$ cat src/rtl/gmii_rx_framer_pkg.sv
// Shared Ethernet receive constants and framer state encoding.
// Imported by the GMII framer and its CRC helper.
package gmii_rx_framer_pkg;

   localparam logic [7:0]  PREAMBLE_BYTE = 8'h55;
   localparam logic [7:0]  SFD_BYTE      = 8'hD5;
   localparam logic [31:0] CRC_POLY      = 32'hEDB88320;
   localparam logic [31:0] CRC_INIT      = 32'hFFFFFFFF;
   localparam logic [31:0] CRC_RESIDUE   = 32'hDEBB20E3;

   typedef enum logic [1:0] {
      ST_IDLE,
      ST_PREAMBLE,
      ST_DATA,
      ST_DROP
   } state_t;

endpackage

$ cat src/rtl/gmii_rx_framer_crc32_byte.sv
// Combinational CRC-32 (reflected) update by one byte, LSB first.
// Shared between the RX checker and a future TX FCS generator.
module crc32_byte
   import gmii_rx_framer_pkg::*;
(
   input  logic [31:0] i_crc,
   input  logic [7:0]  i_data,
   output logic [31:0] o_crc
);

   always_comb begin
      o_crc = i_crc;
      for (int i = 0; i < 8; i++) begin
         if (o_crc[0] ^ i_data[i])
            o_crc = (o_crc >> 1) ^ CRC_POLY;
         else
            o_crc = o_crc >> 1;
      end
   end

endmodule

$ cat src/rtl/gmii_rx_framer.sv
// GMII receive framer: strips preamble/SFD, forwards the frame body
// minus FCS, and reports CRC/length/PHY status at end of frame.
module gmii_rx_framer
   import gmii_rx_framer_pkg::*;
#(
   parameter int MIN_LEN = 60,
   parameter int MAX_LEN = 1514,
   parameter int LEN_W   = 11
) (
   input  logic             clock,
   input  logic             sclr_n,
   input  logic             rx_dv,
   input  logic             rx_er,
   input  logic [7:0]       rxd,
   output logic [7:0]       data_out,
   output logic             data_en,
   output logic             frame_done,
   output logic             frame_ok,
   output logic             crc_err,
   output logic             len_err,
   output logic             phy_err,
   output logic [LEN_W-1:0] frame_len
);

   localparam int CW = LEN_W + 1;
   localparam logic [CW-1:0] C_FCS = CW'(4);
   localparam logic [CW-1:0] C_MIN = CW'(MIN_LEN + 4);
   localparam logic [CW-1:0] C_MAX = CW'(MAX_LEN + 4);

   state_t          r_state;
   logic            r_armed;
   logic            r_drop_rpt;
   logic            r_phy;
   logic [CW-1:0]   r_cnt;
   logic [31:0]     r_crc;
   logic [3:0][7:0] r_dly;

   logic [31:0]      w_crc;
   logic             w_crc_good;
   logic             w_len_ok;
   logic [CW-1:0]    w_cnt_inc;
   logic [CW-1:0]    w_flen;
   logic [LEN_W-1:0] w_flen_sat;

   crc32_byte u_crc (
      .i_crc  (r_crc),
      .i_data (rxd),
      .o_crc  (w_crc)
   );

   assign w_crc_good = (r_crc == CRC_RESIDUE);
   assign w_len_ok   = (r_cnt >= C_MIN) && (r_cnt <= C_MAX);
   assign w_cnt_inc  = (&r_cnt) ? r_cnt : r_cnt + CW'(1);
   assign w_flen     = (r_cnt >= C_FCS) ? r_cnt - C_FCS : '0;
   assign w_flen_sat = w_flen[CW-1] ? '1 : w_flen[LEN_W-1:0];

   always_ff @(posedge clock) begin
      if (!sclr_n) begin
         r_state    <= ST_IDLE;
         r_armed    <= 1'b0;
         r_drop_rpt <= 1'b0;
         r_phy      <= 1'b0;
         r_cnt      <= '0;
         r_crc      <= CRC_INIT;
         r_dly      <= '0;
         data_out   <= '0;
         data_en    <= 1'b0;
         frame_done <= 1'b0;
         frame_ok   <= 1'b0;
         crc_err    <= 1'b0;
         len_err    <= 1'b0;
         phy_err    <= 1'b0;
         frame_len  <= '0;
      end else begin
         data_en    <= 1'b0;
         frame_done <= 1'b0;
         frame_ok   <= 1'b0;
         crc_err    <= 1'b0;
         len_err    <= 1'b0;
         phy_err    <= 1'b0;
         frame_len  <= '0;
         if (!rx_dv)
            r_armed <= 1'b1;
         unique case (r_state)
            ST_IDLE: begin
               // Only start after a low rx_dv, so a reset never picks up a tail
               if (rx_dv && r_armed) begin
                  r_drop_rpt <= 1'b0;
                  if (rxd == PREAMBLE_BYTE)
                     r_state <= ST_PREAMBLE;
                  else
                     r_state <= ST_DROP;
               end
            end
            ST_PREAMBLE: begin
               if (!rx_dv)
                  r_state <= ST_IDLE;
               else if (rx_er)
                  r_state <= ST_DROP;
               else if (rxd == SFD_BYTE) begin
                  r_state    <= ST_DATA;
                  r_crc      <= CRC_INIT;
                  r_cnt      <= '0;
                  r_phy      <= 1'b0;
                  r_drop_rpt <= 1'b0;
               end else if (rxd != PREAMBLE_BYTE)
                  r_state <= ST_DROP;
            end
            ST_DATA: begin
               if (!rx_dv) begin
                  r_state    <= ST_IDLE;
                  frame_done <= 1'b1;
                  crc_err    <= !w_crc_good;
                  len_err    <= !w_len_ok;
                  phy_err    <= r_phy;
                  frame_ok   <= w_crc_good && w_len_ok && !r_phy;
                  frame_len  <= w_flen_sat;
               end else begin
                  r_dly <= {r_dly[2:0], rxd};
                  r_crc <= w_crc;
                  r_cnt <= w_cnt_inc;
                  if (rx_er)
                     r_phy <= 1'b1;
                  if (r_cnt == C_MAX) begin
                     r_state    <= ST_DROP;
                     r_drop_rpt <= 1'b1;
                  end else if (r_cnt >= C_FCS) begin
                     data_out <= r_dly[3];
                     data_en  <= 1'b1;
                  end
               end
            end
            ST_DROP: begin
               if (!rx_dv) begin
                  r_state    <= ST_IDLE;
                  r_drop_rpt <= 1'b0;
                  if (r_drop_rpt) begin
                     frame_done <= 1'b1;
                     crc_err    <= !w_crc_good;
                     len_err    <= 1'b1;
                     phy_err    <= r_phy;
                     frame_len  <= w_flen_sat;
                  end
               end else if (r_drop_rpt) begin
                  r_crc <= w_crc;
                  r_cnt <= w_cnt_inc;
                  if (rx_er)
                     r_phy <= 1'b1;
               end
            end
            default: r_state <= ST_IDLE;
         endcase
      end
   end

endmodule

$ cat config.mk
export PLATFORM = sky130hd
export DESIGN_NAME = gmii_rx_framer
export DESIGN_NICKNAME = d
export VERILOG_FILES = /design/src/rtl/gmii_rx_framer_pkg.sv /design/src/rtl/gmii_rx_framer_crc32_byte.sv /design/src/rtl/gmii_rx_framer.sv
export SDC_FILE = /design/constraint.sdc
export NUM_CORES = 1
export LEC_CHECK = 0
export BUFFER_PORTS_ARGS = -buffer_cell sky130_fd_sc_hd__buf_4
export CAP_MARGIN = 10
export CORE_ASPECT_RATIO = 0.9
export CORE_UTILIZATION = 35
export CTS_CLUSTER_SIZE = 30
export DETAILED_ROUTE_END_ITERATION = 10
export PLACE_DENSITY_LB_ADDON = 0.08
export SETUP_SLACK_MARGIN = 0.1
export SYNTH_ARGS = -nofsm -noshare
export SYNTH_HDL_FRONTEND = slang
export SYNTH_SLANG_ARGS = --single-unit
$ cat constraint.sdc
create_clock -name clock -period 3.3 [get_ports clock]
set_clock_uncertainty 0.1 [all_clocks]
set_input_delay 0.165 -clock clock [delete_from_list [all_inputs] [get_ports clock]]
set_output_delay 0.165 -clock clock [all_outputs]
set_load 0.1 [all_outputs]
Word level (Yosys, flattened, before mapping)
Index checks and enable logic that the tools add are counted.
W data, S select, Z words.
- logic and storage cells: 146
- input bits: 12
- register bits: 106
- bitwise operators: 20
- eq/ne operators: 19
- add/subtract/negate cells: 2
- reductions and logical operators: 17
- magnitude comparators: 3
- muxes and demuxes: 67
- operator list (cell ; count):
    $mux W32 ; 14
    $not A13 Y14 ; 8
    $mux W12 ; 8
    $pmux W32 S3 ; 1
    $mux W11 ; 4
    $pmux W12 S3 ; 1
    $eq A32 B32 Y1 const B ; 1
    $mux W1 ; 22
    $pmux W11 S2 ; 1
    $mux W2 ; 9
    $ne A2 B2 Y1 const B ; 9
    $reduce_and A7 Y1 ; 2
    $add A12 B1 Y12 const B ; 1
    $eq A12 B11 Y1 const B ; 1
    $ge A12 B3 Y1 const B ; 1
    $ge A12 B7 Y1 const B ; 1
    $le A12 B11 Y1 const B ; 1
    $reduce_and A12 Y1 ; 1
    $sub A12 B3 Y12 const B ; 1
    $eq A8 B7 Y1 const B ; 1
    $eq A8 B8 Y1 const B ; 1
    $ne A8 B7 Y1 const B ; 1
    $pmux W1 S2 ; 4
    $pmux W2 S4 ; 1
    other kinds (16) ; 33

Depth between registers and ports, before layout
Gate-level depths: netlist of the first run.
- word-level depth: 19
- depth in mapped cells: 10

Cells and area by module
From an unflattened synthesis of the first run, not the netlist that was laid out.
- cell total of the unflattened synthesis: 619
- area, all modules: 5257.5 um2
- modules (own cells, without submodules) (module ; times used ; cells each ; seq. area each (um2) ; area an instance (um2)):
    gmii_rx_framer ; 1 ; 549 ; 2122.0 ; 4488.1
    crc32_byte ; 1 ; 70 ; 0.0 ; 769.5

Worst setup path after synthesis of the first run
No wires, ideal clock.
- path kind: register to register
- from: reg r_cnt[2]
- to: reg data_out[0]
- setup slack: 0.976 ns
- stages on the path, launching flop included: 10
- setup time: 0.128 ns
- arrival: 2.097 ns
- cells stage by stage: dfxtp_1 inv_1 ha_1 or3b_2 or3_1 clkbuf_2 and3_1 buf_6 mux2i_1 nor2_1
- word-level cells in the longest chain between the ends: 3
- elaborated cells on any way between the ends: 4
- ends and longest elaborated chain (what ; RTL line ; source):
    start, declared ; gmii_rx_framer.sv:34 ; logic [CW-1:0] r_cnt;
    start signal, assigned ; gmii_rx_framer.sv:121 ; r_cnt <= w_cnt_inc;
    start signal, assigned ; gmii_rx_framer.sv:146 ; r_cnt <= w_cnt_inc;
    branches (longest 2 deep; another with $ge A12 B3 Y1) ; - ;
    $reduce_and A4 Y1 (no source line) (*) ; - ;
    end signal, assigned ; gmii_rx_framer.sv:128 ; data_out <= r_dly[3];
    end, declared ; gmii_rx_framer.sv:15 ; output logic [7:0] data_out,
Mark *: on every way between the ends.
A chain may end at the register's enable or synchronous reset.

Worst setup path in the final report of the first run
- from: reg r_cnt[2]
- to: reg data_out[6]
Same word-level chain as after synthesis.

==> results of run 1 <==
-- how the worst min path moves through the flow --
stage                           startpoint                     end  slack [ps]  cells past startpoint
floorplan                           rxd[0]   r_dly[0]$_SDFFE_PN0P_         200                      2
global placement     r_dly[2]$_SDFFE_PN0P_  r_dly[10]$_SDFFE_PN0P_         340                      2
detailed placement  r_dly[23]$_SDFFE_PN0P_  r_dly[31]$_SDFFE_PN0P_         350                      2
CTS                                 rxd[3]   r_dly[3]$_SDFFE_PN0P_           4                      3
global route                        rxd[3]   r_dly[3]$_SDFFE_PN0P_          10                      3
finish                              rxd[3]   r_dly[3]$_SDFFE_PN0P_           7                      3
-- worst register-to-register path: cells and delay by family (launching register included) --
kind / cells / cell delay, ps
multiplexers: 1 / 220
flip-flops: 1 / 410
buffers and inverters: 1 / 120
adder cells (fa/ha/maj): 1 / 170
AND/OR/NAND/NOR: 4 / 1440
-- synth_stat cells, types with 11 or more instances --
cell / count / area [µm²]
xnor3_1: 13 / 293
xnor2_1: 31 / 272
o21ai_0: 13 / 65.1
nand2_1: 94 / 353
a21oi_1: 63 / 315
clkbuf_1: 31 / 116
o31ai_1: 11 / 82.6
nor3_1: 12 / 60.1
dfxtp_1: 106 / 2120
nor2_1: 32 / 120
-- power groups by stage --
stage	sequential, mW	combinational (mW)	clock (mW)
finish	1.32	0.470	1.15
global route	1.33	0.505	1.25
CTS	1.32	0.474	1.19
detailed placement	1.35	0.464	0
global placement	1.35	0.466	0
floorplan	1.35	0.358	0
-- stage by stage --
stage / utilization, % / hold WS [ps] / setup slack [ps] / instances
6_report: 42.5 / 6.93 / 709 / 790
3_3_place_gp: 39.7 / 338 / 786 / 767
5_1_grt: 42.5 / 10.4 / 538 / 790
4_1_cts: 42.5 / 3.62 / 688 / 790
2_1_floorplan: - / 201 / 976 / 563
3_5_place_dp: 39.7 / 346 / 684 / 767
-- layer usage --
layer	share of wire [%]	global-route usage, %
met4	0.96	5.35
met3	3.4	3.05
met5	0	0
met1	50	25.6
met2	45	26.8
-- kinds of logic (layout without fill, tap and decap cells) --
group	count (synthesis)	in the layout	share of synthesized area [%]
and+or+nand+nor	200	200	18.9
muxes	9	9	1.74
buffers and inverters	49	83	4.12
DFF	106	106	41.1
xor gates and xnor gates	67	67	17.9
adders and majority gates	6	6	1.45
AOI/OAI and AO/OA	126	126	14.8
-- flip-flops by register name, indices dropped and copies added (netlist names), 2 cells and up --
name / cells
data_out: 8
r_state: 2
r_crc: 32
r_cnt: 12
r_dly: 32
frame_len: 11
-- cell type report --
| type | count | area (µm²) |
|---|---|---|
| Inverter | 10 | 37.5 |
| Timing Repair Buffer | 57 | 458 |
| Sequential cell | 106 | 2120 |
| Multi-Input combinational cell | 408 | 2850 |
| Clock inverter | 7 | 96.3 |
| Fill cell | 1433 | 8180 |
| Clock buffer | 9 | 225 |
| Tap cell | 193 | 241 |
==> reports/results.txt, run 1 <==
Clk pwr share: 39.1%
Via count: 4008
Die H: 117 µm
Row count: 41
Worst path depth: 7
Clock Latency Late Sink: 350 ps
Worst Setup SP: r_cnt[2]$_SDFFE_PN0P_
Via density per instance: 5.07
Cells along the critical path: inv_1 > ha_1 > or3b_2 > or3_1 > and3_1 > mux2i_1 > nor2_1
CTS root buffer: clkbuf_16
Initial Util: 36.4%
H-tree levels: 3
Post-cts resize count: 0
Setup TNS: 0 ps
Buf+Inv Stages, Crit Path: 1
Syn Inst Count: 563
WP data required: 3430 ps
Area growth syn-to-layout: 16.8%
CP peak stage delay: 500 ps
Area after DPL: 5640 µm²
Status: finished, final reports clean
Final Cell Area: 6030 µm²
Comb power frac: 16.0%
Max Slew Vio Count: 0
Layout cells sized above 1: 14.7%
Max stage delay cell, worst path: or3b_2
Initial DRC count: 264
Deepest clock path buffer count: 2
Hold Fails Final Rpt: 0
Share of synthesized registers carrying an async set or reset: 0%
Clk sink count: 106
Syn_area_per_cell: 9.18 µm²
Die W: 130 µm
RD Place Congestion: 0.838
Overall routing resource usage: 17.7%
Power Total: 2.94 mW
Main synth FF type: dfxtp_1
Cts hold-fix bufs: 7
Initial antenna violation count: 0
P_leak: 2.29 nW
Setup crit start kind: flop
MaxCap Viol Count: 0
Final min period: 2590 ps
Commonest non-fill, non-tap cell in the layout: dfxtp_1
Port Buf Inserts: 36
VDD IR max: 0.265 mV
Crit path kind: flop to flop
Antenna-violating nets left: 0
CP Capture Point: data_out[6]$_SDFFE_PN0P_
Clock-pin slew of the registers on the worst-case setup and hold paths: 80 ps
Nets: 610
Post-synthesis sequential area ratio: 41.1%
Max_slew headroom: 45.7%
Post-synth cell types: 53
Peak Freq: 386 MHz
Global route overflow: 0
CTS tree: done
Cell family with most CP delay: simple AND/OR/NAND/NOR gates
Hold/Removal Path Class: input port to flop
Num CTS Buffers: 9
Max FO, Critical Path: 10
Core Box Area: 14200 µm²
Router iterations before antenna repair: 4
Hpwl dp: 8760 µm
RSZ-0062 raised after global routing: false
RR Endpoint: data_out[6]$_SDFFE_PN0P_
Sw frac: 27.0%
Cell-internal power: 2.15 mW
Postcts setup bufs: 0
RR Startpoint: r_cnt[2]$_SDFFE_PN0P_
Syn nets: 581
Fin crit share: 78.5%
Worst R2R Setup Slack: 710 ps
DRT Wirelength: 12600 µm
Ports: 37
Post-synthesis cell area: 5170 µm²
Die footprint: 15300 µm²
Power Density: 488 nW/µm²
Sw power: 0.795 mW
Worst EP arrival: 2720 ps
Drt drc: 0
Antenna diode count: 0
Commonest non-fill, non-tap cells in the layout: 106 x dfxtp_1, 94 x nand2_1, 63 x a21oi_1
Slew of the pin with the lowest slew margin: 809 ps
Flops & latches, synth: 106
Per-cell routed wire length: 16.0 µm
Number of synthesized flops with an enable pin: 0
Flop pwr share: 44.9%
Worst r2r path cells: 7
Pin count of the biggest net entering global routing: 56
Crit end category: flop
Yosys warning total: 0
Vias in the first global route: 3639
First-pass GRT wire length: 20400 µm
Final setup fails: 0
(Power assumes the default switching activity.)
==> run 2: changes to the inputs <==
- clock period: 3.3 -> 2.47 ns (I/O delays scaled with it)
==> run 2 against run 1 <==
Against the previous run: sequential power increased by 33%; critical endpoint is now r_cnt[3]$_SDFFE_PN0P_; wire length increased by 3.5%; total power increased by 31%; clock power increased by 24%; sequential cell count unchanged; sequential share of layout area decreased by 1.1 points; clock-buffer cell count unchanged.
==> reports/results.txt, run 2 (synthesized netlist as in run 1, its figures left out) <==
Area after DPL: 5760 µm² (+2.1%)
Router iterations before antenna repair: 4 (unchanged)
Drt drc: 0 (unchanged)
Layout cells sized above 1: 17.9% (+3.1 points)
CP peak stage delay: 570 ps (+70 ps)
Commonest non-fill, non-tap cell in the layout: dfxtp_1
Deepest clock path buffer count: 2 (unchanged)
Peak Freq: 430 MHz
Row count: 41 (unchanged)
Largest regs: r_crc: 32 flops, r_dly: 32 flops, r_cnt: 12 flops
RR Startpoint: r_crc[15]$_SDFFE_PN1P_
Worst r2r path cells: 6 (-1)
MaxCap Viol Count: 0 (unchanged)
First-pass GRT wire length: 20600 µm (+0.92%)
RSZ-0062 raised after global routing: true
Slew of the pin with the lowest slew margin: 730 ps (-79.1 ps)
Initial Util: 36.4% (unchanged)
CTS root buffer: clkbuf_16
WP data required: 2670 ps (-760 ps)
Reg area: 2120 µm² (unchanged)
Final Cell Area: 6240 µm² (+3.4%)
Max Slew Vio Count: 0 (unchanged)
Setup slack after layout: 143 ps (-566 ps)
VDD IR max: 0.294 mV (+11%)
H-tree levels: 3 (unchanged)
Nets: 634 (+3.9%)
Initial DRC count: 314 (+19%)
Area of the multi-input gates: 2900 µm² (+1.5%)
Worst EP arrival: 2520 ps (-200 ps)
Die footprint: 15300 µm² (unchanged)
Hold Fails Final Rpt: 0 (unchanged)
Initial antenna violation count: 0 (unchanged)
Crit path kind: input port to flop
Max_slew headroom: 51.0% (+5.3 points)
Setup TNS: 0 ps (unchanged)
Via density per instance: 5.04 (-0.65%)
Hold path depth: 2 (-1)
Num CTS Buffers: 9 (unchanged)
Max stage delay cell, worst path: or4b_4
Power Total: 3.85 mW (+31%)
Final min period: 2330 ps
Port Buf Inserts: 36 (unchanged)
Inst Count DP: 783 (+2.1%)
Status: finished, final reports clean
Pin count of the biggest net entering global routing: 41 (-27%)
Final setup fails: 0 (unchanged)
Antenna-violating nets left: 0 (unchanged)
Ports: 37 (unchanged)
Hpwl dp: 8830 µm (+0.80%)
Global route overflow: 0 (unchanged)
Vias in the first global route: 3805 (+4.6%)
Core Box Area: 14200 µm² (unchanged)
Setup crit start kind: input port
DRT Wirelength: 13100 µm (+3.5%)
Per-cell routed wire length: 16.1 µm (+0.50%)
CTS tree: done
Fin crit share: 94.2%
Hold/Removal Path Class: flop to flop
Area growth syn-to-layout: 20.8%
RR Endpoint: frame_ok$_SDFF_PP0_
Worst R2R Setup Slack: 230 ps (-480 ps)
Overall routing resource usage: 17.7% (+0.069 points)
Clk sink count: 106 (unchanged)
Crit end category: flop
Die H: 117 µm (unchanged)
Non-filler cells, final: 814 (+3.0%)
Max FO, Critical Path: 5 (-5)
Die W: 130 µm (unchanged)
RD Place Congestion: 0.798 (-4.8%)
Via count: 4103 (+2.4%)
Clock Latency Late Sink: 360 ps (about the same)
Antenna diode count: 0 (unchanged)
Commonest non-fill, non-tap cells in the layout: 106 x dfxtp_1, 94 x nand2_1, 66 x buf_4
Filler cell count: 1405 (-2.0%)
Power Density: 618 nW/µm² (+27%)
P_leak: 2.38 nW (+4.0%)
Hold wc startpoint: r_dly[12]$_SDFFE_PN0P_
Dpl ws: 80.9 ps (-603 ps)
WHS Endpoint: r_dly[20]$_SDFFE_PN0P_
Cells along the critical path: dlygate4sd3_1 > buf_4 > or4b_4 > nor2_4 > buf_12 > o221ai_2 > or4_1 > a21oi_1
Clock-pin slew of the registers on the worst-case setup and hold paths: 80 ps (about the same)
-- run 2: changes by cell type in the layout (fill, tap and decap cells not counted), sizes merged --
cell         before  now
clkinv            2    1
dlygate4sd3       7   11
o221ai            1    3
clkinvlp          1    2
inv              13   14
buf              50   68
bufinv            1    0
-- run 2: worst max-delay path by stage --
stage,depth (start not counted),slack (ps),from,endpoint
floorplan,9,150,r_cnt[2]$_SDFFE_PN0P_,data_out[0]$_SDFFE_PN0P_
global placement,7,160,r_cnt[3]$_SDFFE_PN0P_,data_out[6]$_SDFFE_PN0P_
detailed placement,7,80,r_cnt[3]$_SDFFE_PN0P_,data_out[5]$_SDFFE_PN0P_
CTS,7,130,rxd[1],r_cnt[4]$_SDFFE_PN0P_
global route,8,80,rxd[3],r_crc[4]$_SDFFE_PN1P_
finish,8,140,rxd[3],r_cnt[3]$_SDFFE_PN0P_
-- run 2: worst max-delay path, delay by kind of cell --
kind / cells / cell delay [ps]
and+or+nand+nor: 3 / 1290
buffers and inverters: 3 / 840
AOI/OAI and AO/OA: 2 / 280
-- run 2: power breakdown --
| part | internal, mW | switching [mW] | leakage [nW] |
|---|---|---|---|
| logic | 0.340 | 0.318 | 1.39 |
| clock network | 0.712 | 0.721 | 0.138 |
| registers | 1.74 | 0.0276 | 0.857 |
| total | 2.79 | 1.07 | 2.38 |
-- run 2: routing by layer --
layer | vias up | GRT usage [%] | wire, µm
li1 | 2084 | - | -
met1 | 1934 | 24.3 | 6330
met2 | 73 | 28.0 | 6060
met3 | 12 | 3.64 | 484
met4 | 0 | 5.58 | 193
met5 | - | 0 | 0
-- run 2: area by class of cell --
cell class | count | area share, %
Multi-Input combinational cell | 410 | 46.5
Inverter | 10 | 0.602
Clock buffer | 9 | 3.61
Sequential cell | 106 | 34.0
Tap cell | 193 | 3.87
Clock inverter | 7 | 1.10
Timing Repair Buffer | 79 | 10.3
-- run 2: timing repair --
| action | in CTS | in global routing |
|---|---|---|
| pin swaps | 0 | 3 |
| hold endpoints to repair | 19 | 0 |
| gates resized for setup | 1 | 3 |
| buffers inserted | 0 | 2 |
| setup endpoints to repair | 8 | 18 |
| hold buffers | 11 | 0 |
| gates cloned | 0 | 2 |
-- run 2: through the flow --
step	util (%)	hold slack, ps
6_report	43.9	346
5_1_grt	43.9	365
4_1_cts	43.4	348
3_5_place_dp	40.6	305
3_3_place_gp	40.6	307
2_1_floorplan	-	159
==> run 3: changes to the inputs <==
- CAP_MARGIN: 10 -> unset
- PLACE_DENSITY_LB_ADDON: 0.08 -> 0.25
==> run 3 against run 2 <==
Against the previous run: clock-buffer cell count is 1 higher; critical endpoint is now r_cnt[10]$_SDFFE_PN0P_; highest routed layer unchanged; cell count is 0.12% lower; first-iteration DRC count is 7.3% lower.
==> reports/results.txt, run 3 (synthesized netlist as in run 1, its figures left out) <==
Status: finished, final reports clean
Postcts setup bufs: 0 (unchanged)
Via density per instance: 5.21 (+3.4%)
Worst Setup SP: rxd[1]
CTS root buffer: clkbuf_16
H-tree levels: 3 (unchanged)
Slew of the pin with the lowest slew margin: 628 ps (-102 ps)
Max Slew Vio Count: 0 (unchanged)
Final setup fails: 0 (unchanged)
RR Startpoint: r_crc[15]$_SDFFE_PN1P_
Die W: 130 µm (unchanged)
First-pass GRT wire length: 19800 µm (-3.8%)
Die H: 117 µm (unchanged)
Hold/Removal Path Class: flop to flop
Per-cell routed wire length: 15.8 µm (-1.9%)
Fin crit share: 94.8% (+0.59 points)
Row count: 41 (unchanged)
Clock Latency Late Sink: 350 ps (about the same)
Layout cells sized above 1: 17.7% (-0.13 points)
Router iterations before antenna repair: 5 (+1)
Setup TNS: 0 ps (unchanged)
Initial antenna violation count: 0 (unchanged)
Dpl ws: 20.9 ps (-60.0 ps)
Crit end category: flop
Port Buf Inserts: 36 (unchanged)
Power Density: 618 nW/µm² (+0.14%)
Initial DRC count: 291 (-7.3%)
Area growth syn-to-layout: 20.3%
Final min period: 2340 ps (+14.5 ps)
WP data required: 2660 ps (about the same)
Via count: 4238 (+3.3%)
Clk sink count: 106 (unchanged)
Crit path kind: input port to flop
Commonest non-fill, non-tap cell in the layout: dfxtp_1
Hpwl dp: 8680 µm (-1.6%)
Pin count of the biggest net entering global routing: 41 (unchanged)
Setup slack after layout: 129 ps (-14.5 ps)
Initial Util: 36.4% (unchanged)
Max FO, Critical Path: 6 (+1)
Global route overflow: 0 (unchanged)
Deepest clock path buffer count: 2 (unchanged)
Worst R2R Setup Slack: 170 ps (-60 ps)
RR Endpoint: frame_ok$_SDFF_PP0_
Setup crit start kind: input port
Antenna diode count: 0 (unchanged)
Drt drc: 0 (unchanged)
Overall routing resource usage: 16.8% (-0.93 points)
RSZ-0062 raised after global routing: true
Peak Freq: 427 MHz (-0.62%)
Worst EP arrival: 2530 ps (about the same)
Largest regs: r_crc: 32 flops, r_dly: 32 flops, r_cnt: 12 flops
CP Capture Point: r_cnt[10]$_SDFFE_PN0P_
VDD IR max: 0.412 mV (+40%)
Hold Fails Final Rpt: 0 (unchanged)
CP peak stage delay: 580 ps (about the same)
Die footprint: 15300 µm² (unchanged)
DRT Wirelength: 12800 µm (-2.0%)
Commonest non-fill, non-tap cells in the layout: 106 x dfxtp_1, 94 x nand2_1, 66 x buf_4
Max_slew headroom: 57.7% (+6.8 points)
Cells along the critical path: dlygate4sd3_1 > buf_4 > or4b_4 > nor2_4 > o221ai_2 > or4_1 > a21oi_1
RD Place Congestion: 0.861 (+7.9%)
Nets: 633 (-0.16%)
Vias in the first global route: 3696 (-2.9%)
P_leak: 2.37 nW (-0.39%)
Worst r2r path cells: 6 (unchanged)
Core Box Area: 14200 µm² (unchanged)
Antenna-violating nets left: 0 (unchanged)
MaxCap Viol Count: 0 (unchanged)
Max stage delay cell, worst path: or4b_4
Clock-pin slew of the registers on the worst-case setup and hold paths: 70 ps (about the same)
Ports: 37 (unchanged)
CTS tree: done
Num CTS Buffers: 9 (unchanged)
==> run 3: stage by stage <==
step / utilization, % / area [µm²] / hold WS, ps / std cells / power (mW)
final: 43.7 / 6210 / 350 / 813 / 3.84
after global routing: 43.7 / 6210 / 365 / 813 / 3.99
after CTS: 43.3 / 6160 / 352 / 810 / 3.86
after detailed placement: 40.5 / 5750 / 303 / 783 / 2.44
after global placement: 40.5 / 5750 / 299 / 783 / 2.44
after floorplan: - / 5170 / 159 / 563 / 2.28
==> run 3: worst min-delay path by stage <==
stage | depth (start not counted) | to | startpoint | slack (ps)
global route | 2 | r_dly[25]$_SDFFE_PN0P_ | r_dly[17]$_SDFFE_PN0P_ | 360
global placement | 3 | r_phy$_SDFFE_PN0P_ | rx_er | 300
detailed placement | 3 | r_phy$_SDFFE_PN0P_ | rx_er | 300
finish | 2 | r_dly[17]$_SDFFE_PN0P_ | r_dly[9]$_SDFFE_PN0P_ | 350
floorplan | 2 | r_dly[0]$_SDFFE_PN0P_ | rxd[0] | 160
CTS | 2 | r_dly[17]$_SDFFE_PN0P_ | r_dly[9]$_SDFFE_PN0P_ | 350
==> run 3: metal layers <==
layer	vias up	routed length, µm	share of wire (%)	GRT usage [%]
met2	109	5870	46	26.2
met3	10	608	4.7	2.82
met4	0	72	0.56	4.50
met5	-	0	0	0
li1	2086	-	-	-
met1	2033	6260	49	24.0
==> run 3: power breakdown <==
| group | total [mW] | internal (mW) | switching (mW) |
|---|---|---|---|
| Clock | 1.42 | 0.734 | 0.681 |
| Combinational | 0.665 | 0.340 | 0.325 |
| Sequential | 1.76 | 1.74 | 0.0273 |
| Total | 3.84 | 2.81 | 1.03 |
==> run 3: what timing repair did <==
action,CTS,global route
setup endpoints to repair,9,28
pin swaps,0,2
gates cloned,0,3
gates resized for setup,2,3
hold buffers,11,0
endpoints found under the hold margin,14,0
==> run 3: critical path: cells and delay by family <==
family | cells | cell delay (ps)
simple gates | 3 | 1340
buf+inv | 2 | 710
compound gates | 2 | 360
==> run 3: layout make-up <==
type                       instances  area, µm²
clock buffer                      10        239
clock inverter                     6       53.8
fill                            1407       8000
inverter                          10       37.5
multi-input combinational        411       2910
sequential                       106       2120
tap                              193        241
timing repair buffer              77        606
